`src/rtl/serial_addsub.sv`:
```
// Digit-serial two's-complement adder/subtractor: DIGIT bits per clock through a
// ripple chain of full adders; sum/cout/ovf are published together on entry to DONE.
module serial_addsub #(
    parameter int WIDTH = 16,
    parameter int DIGIT = 4
) (
    input  logic             clk,
    input  logic             rst,
    input  logic             start,
    input  logic             sub,
    input  logic [WIDTH-1:0] a,
    input  logic [WIDTH-1:0] b,
    input  logic             cin,
    output logic             busy,
    output logic             done,
    output logic [WIDTH-1:0] sum,
    output logic             cout,
    output logic             ovf
);
    localparam int N  = WIDTH / DIGIT;
    localparam int CW = (N > 1) ? $clog2(N) : 1;
    localparam logic [CW-1:0] LAST = CW'(N - 1);

    typedef enum logic [1:0] {
        IDLE = 2'd0,
        RUN  = 2'd1,
        DONE = 2'd2
    } state_t;

    state_t           state_q, state_d;
    logic [WIDTH-1:0] a_q, a_d;
    logic [WIDTH-1:0] b_q, b_d;
    logic [WIDTH-1:0] res_q, res_d;
    logic [CW-1:0]    cnt_q, cnt_d;
    logic             carry_q, carry_d;
    logic             busy_q, busy_d;
    logic             done_q, done_d;
    logic [WIDTH-1:0] sum_q, sum_d;
    logic             cout_q, cout_d;
    logic             ovf_q, ovf_d;

    logic [DIGIT-1:0] dig_s;
    logic             chain_c_s;
    logic             msb_cin_s;

    // Ripple chain over the lowest unprocessed digit; msb_cin_s is the carry into its top bit.
    always_comb begin
        dig_s     = {DIGIT{1'b0}};
        chain_c_s = carry_q;
        msb_cin_s = 1'b0;
        for (int i = 0; i < DIGIT; i++) begin
            msb_cin_s = chain_c_s;
            dig_s[i]  = a_q[i] ^ b_q[i] ^ chain_c_s;
            chain_c_s = (a_q[i] & b_q[i]) | (chain_c_s & (a_q[i] ^ b_q[i]));
        end
    end

    // Next-state and datapath update for the IDLE/RUN/DONE sequencer.
    always_comb begin
        state_d = state_q;
        a_d     = a_q;
        b_d     = b_q;
        res_d   = res_q;
        cnt_d   = cnt_q;
        carry_d = carry_q;
        busy_d  = 1'b0;
        done_d  = 1'b0;
        sum_d   = sum_q;
        cout_d  = cout_q;
        ovf_d   = ovf_q;
        case (state_q)
            IDLE, DONE: begin
                if (start) begin
                    // Subtraction is A + ~B + 1, so the inversion and carry seed happen at latch time.
                    a_d     = a;
                    b_d     = sub ? ~b : b;
                    carry_d = sub ? 1'b1 : cin;
                    cnt_d   = {CW{1'b0}};
                    state_d = RUN;
                    busy_d  = 1'b1;
                end else begin
                    state_d = IDLE;
                end
            end
            RUN: begin
                a_d     = a_q >> DIGIT;
                b_d     = b_q >> DIGIT;
                carry_d = chain_c_s;
                res_d   = (res_q >> DIGIT) | (WIDTH'(dig_s) << (WIDTH - DIGIT));
                if (cnt_q == LAST) begin
                    cnt_d   = {CW{1'b0}};
                    state_d = DONE;
                    done_d  = 1'b1;
                    sum_d   = res_d;
                    cout_d  = chain_c_s;
                    ovf_d   = chain_c_s ^ msb_cin_s;
                end else begin
                    cnt_d  = cnt_q + CW'(1);
                    busy_d = 1'b1;
                end
            end
            default: begin
                state_d = IDLE;
            end
        endcase
    end

    // State register with synchronous reset taking priority over everything.
    always_ff @(posedge clk) begin
        if (rst) begin
            state_q <= IDLE;
            a_q     <= {WIDTH{1'b0}};
            b_q     <= {WIDTH{1'b0}};
            res_q   <= {WIDTH{1'b0}};
            cnt_q   <= {CW{1'b0}};
            carry_q <= 1'b0;
            busy_q  <= 1'b0;
            done_q  <= 1'b0;
            sum_q   <= {WIDTH{1'b0}};
            cout_q  <= 1'b0;
            ovf_q   <= 1'b0;
        end else begin
            state_q <= state_d;
            a_q     <= a_d;
            b_q     <= b_d;
            res_q   <= res_d;
            cnt_q   <= cnt_d;
            carry_q <= carry_d;
            busy_q  <= busy_d;
            done_q  <= done_d;
            sum_q   <= sum_d;
            cout_q  <= cout_d;
            ovf_q   <= ovf_d;
        end
    end

    assign busy = busy_q;
    assign done = done_q;
    assign sum  = sum_q;
    assign cout = cout_q;
    assign ovf  = ovf_q;

endmodule

```
`config.mk`:
```
export PLATFORM = sky130hd
export DESIGN_NAME = serial_addsub
export DESIGN_NICKNAME = d
export VERILOG_FILES = /design/src/rtl/serial_addsub.sv
export SDC_FILE = /design/constraint.sdc
export NUM_CORES = 1
export LEC_CHECK = 0
export BUFFER_PORTS_ARGS = -buffer_cell sky130_fd_sc_hd__buf_2
export CAP_MARGIN = 30
export CORE_UTILIZATION = 50
export DETAILED_ROUTE_END_ITERATION = 8
export PLACE_DENSITY = 0.72
export SLEW_MARGIN = 20
export SYNTH_ARGS = -nofsm -noshare
export SYNTH_HDL_FRONTEND = slang
export SYNTH_SLANG_ARGS = --single-unit
export TNS_END_PERCENT = 50
```
`constraint.sdc`:
```
create_clock -name clk -period 4.1 [get_ports clk]
set_clock_uncertainty 0.05 [all_clocks]
set_input_delay 0.205 -clock clk [delete_from_list [all_inputs] [get_ports clk]]
set_output_delay 0.205 -clock clk [all_outputs]
set_load 0.02 [all_outputs]
```
==> impl_metrics.csv <==
group,metric,value,unit
power,seqPwrFrac,51.4,%
synth,synth-async-reset-ratio,0,%
clock_tree,cts_max_path_buffers,2,
route,drt_iter0_drc,75,
timing,fin_crit_sh,55.4,%
timing,clock.fmax,440,MHz
setup_path,critPathLaunchType,"flop",
setup_path,r2r_slack,1.83,ns
synth,synth-simple-area-share,17.0,%
synth,synthDominantCellAreaShare,48.4,%
timing,slew_headroom,52.0,%
power,clockPowerShare,37.7,%
global_routing,grt.total_usage,20.8,%
route,antenna_left,0,
die,rows,27,
route,via_per_inst,5.26,
die,start_util,51.8,%
setup_path,r2r-start,"a_q[0]$_SDFFE_PP0P_",
finish,num-nets-final,414,
setup_path,path_cells,"fa_1 > inv_1 > fa_1 > inv_1 > fa_1 > inv_1 > fa_1 > a211oi_1",
synth,synth-edff-count,0,
synth,synth-xor-area-share,5.22,%
setup_path,slowest_stage,"fa_1",
placement,dp_hpwl,3.57,mm
synth,synthAdderAreaFrac,3.24,%
setup_path,cpPeakStageDelay,0.42,ns
power,p_int,1.06,mW
synth,ys_types,25,
placement,dp_cells,433,
synth,synth_most_common_cell,"dfxtp_1",
placement,gp_congestion,0.723,
power,power_density,429,nW/um2
clock_tree,ctsRootBufferMaster,"clkbuf_8",
timing,finalHoldViolations,0,
synth,synth_top_family_by_area,"compound AO/OA/AOI/OAI gates",
setup_path,endpoint_kind,"flop",
timing,period_needed,2.27,ns
finish,diodes,0,
synth,ys_top_cells_by_area,"dfxtp_1 (48%), a21oi_1 (10%), nand2_1 (7.8%)",
global_routing,grt-ovfl-total,0,
power,p_total,1.40,mW
die,die_area,6010,um2
placement,dp_slack,1.83,ns
synth,ys_ff_latch,69,
timing,rsz0062_at_grt,"false",
hold_path,hold_depth,3,
flow_run,maxCapViolCount,0,
die,core,5510,um2
setup_path,crit_top_cell,"fa_1",
synth,yosys_warnings,0,
synth,yosysTopAreaCell,"dfxtp_1",
clock_tree,cts_made_buffers,9,
clock_tree,clk_pin_slew,0.07,ns
placement,io_buffers,56,
hold_path,hold-path-endpoint,"a_q[14]$_SDFFE_PP0P_",
timing,fin_setup_tns,0,ns
setup_path,critical_path_class,"flop to flop",
synth,synthFlopType,"dfxtp_1",
power,vdd_ir_drop_max,0.339,mV
finish,seqCellArea,1380,um2
clock_tree,cts.repair.resized,0,
timing,finalWorstSetupSlack,1.83,ns
hold_path,min-delay-start,"a[14]",
die,ios,57,
timing,drv_slew,0,
setup_path,crit_path_max_fanout,2,
global_routing,antenna_found_initial,0,
route,vias,2362,
die,fp.dieW,77.6,um
route,drt_wl_total,5.76,mm
synth,synth_commonest_cells,"dfxtp_1 (69), a21oi_1 (59), nand2_1 (59)",
setup_path,required,4.31,ns
placement,place_area,3080,um2
run_status,status,"finished, final reports clean",
power,switching_share,24.3,%
route,firstDrtPassIters,4,
route,remaining_drc_errors,0,
clock_tree,post_cts_buffers,0,
clock_tree,cts.sinks,69,
finish,fillCellCount,516,
finish,multi_input_comb_area,1260,um2
die,die_height,77.6,um
synth,ys_seq_area_share,48.4,%
clock_tree,clk_latency,0.34,ns
setup_path,crit_start,"a_q[0]$_SDFFE_PP0P_",
timing,setup_viol,0,
setup_path,r2r_end,"sum[15]$_SDFFE_PP0P_",
clock_tree,cts_tree,"built",
synth,synth-compound-area-share,18.8,%
finish,fin_area,3270,um2
power,p_switching,0.340,mW
global_routing,grt_max_degree,70,
synth,syn_avg_cell_area,8.65,um2
setup_path,worstPathArrival,2.48,ns
synth,synthMuxAreaShare,0,%
finish,area_growth,14.4,%
route,wl_per_cell,12.8,um
timing,worstMarginPinSlew,0.720,ns
synth,synthCells,330,
global_routing,grt_pass1_wl,9.69,mm
hold_path,worstHoldPathType,"input pin to flop",
power,combPwrFrac,10.8,%
synth,syn_area,2850,um2
power,leakage,1.28,nW
clock_tree,hold_buffers,0,
finish,fin_cells,449,
synth,synth_nets,372,
setup_path,r2r_cells,8,
finish,drive_above_1_share,19.4,%
clock_tree,cts_max_level,3,
global_routing,grt_pass1_vias,2162,
## how the worst max path moves through the flow
| stage | end | depth (start not counted) |
|---|---|---|
| final | sum[15]$_SDFFE_PP0P_ | 8 |
| after global routing | sum[15]$_SDFFE_PP0P_ | 8 |
| after CTS | sum[15]$_SDFFE_PP0P_ | 8 |
| after detailed placement | sum[15]$_SDFFE_PP0P_ | 8 |
| after global placement | sum[15]$_SDFFE_PP0P_ | 8 |
| after floorplan | res_q[15]$_SDFFE_PP0P_ | 8 |
## stage by stage
stage,util (%),hold slack (ns)
2_1_floorplan,-,0.291
3_3_place_gp,55.9,0.390
3_5_place_dp,55.9,0.394
4_1_cts,59.3,0.0305
5_1_grt,59.3,0.0419
6_report,59.3,0.0458
## cells in the final DEF (no fill, tap or decap)
master / netlist / layout
and2b_1: 1 / 1
dfxtp_1: 69 / 69
a22oi_1: 24 / 24
nand2_1: 59 / 59
nand3b_1: 1 / 1
buf_2: 10 / 56
nor2b_2: 0 / 1
nor4b_1: 1 / 1
o21a_1: 1 / 1
xor2_1: 16 / 16
ha_1: 1 / 1
clkbuf_1: 7 / 5
and3b_1: 1 / 1
bufinv_16: 0 / 1
nor2_1: 11 / 11
clkbuf_8: 0 / 10
nand2b_1: 2 / 2
a21oi_1: 59 / 59
xnor2_1: 1 / 1
a211oi_1: 5 / 5
fa_1: 4 / 4
a31oi_1: 1 / 1
buf_4: 10 / 5
nand3_1: 34 / 34
o22a_1: 1 / 1
inv_1: 7 / 7
## worst max-delay path: cells and delay by family (launching register included)
kind                     cells  cell delay [ns]
AO/OA/AOI/OAI                1             0.20
adder cells (fa/ha/maj)      4             1.39
buffers and inverters        3             0.22
flip-flops                   1             0.33
## state kept, by name, indices dropped and copies added (netlist names)
register  count
busy          1
cnt_q         2
res_q        12
ovf           1
done          1
a_q          16
carry_q       1
sum          16
cout          1
b_q          16
state_q       2
## power groups by stage
stage	combinational (mW)	clock [mW]	sequential, mW
3_3_place_gp	0.150	0	0.734
3_5_place_dp	0.152	0	0.736
2_1_floorplan	0.119	0	0.732
6_report	0.151	0.529	0.721
4_1_cts	0.152	0.542	0.721
5_1_grt	0.170	0.575	0.724
## final cells by class
class                           instances  area share, %
Clock inverter                          1          0.920
Inverter                                7          0.805
Tap cell                               72           2.76
Multi-Input combinational cell        224           38.7
Clock buffer                           15           4.79
Timing Repair Buffer                   61           9.73
Sequential cell                        69           42.3
## cell families (layout without fill, tap and decap cells)
logic type / Yosys count / in the layout
xor gates and xnor gates: 17 / 17
adders and majority gates: 5 / 5
DFF: 69 / 69
and+or+nand+nor: 111 / 111
AOI/OAI and AO/OA: 91 / 91
buffers and inverters: 37 / 84
## per-layer routing
metal	up-vias	part of all wire, %	GRT usage (%)
met2	56	49	34.2
met1	1091	45	24.4
met4	0	1.3	7.92
li1	1209	-	-
met3	6	4.3	8.24
met5	-	0	0
No activity file was read; power rests on OpenSTA's default activity.
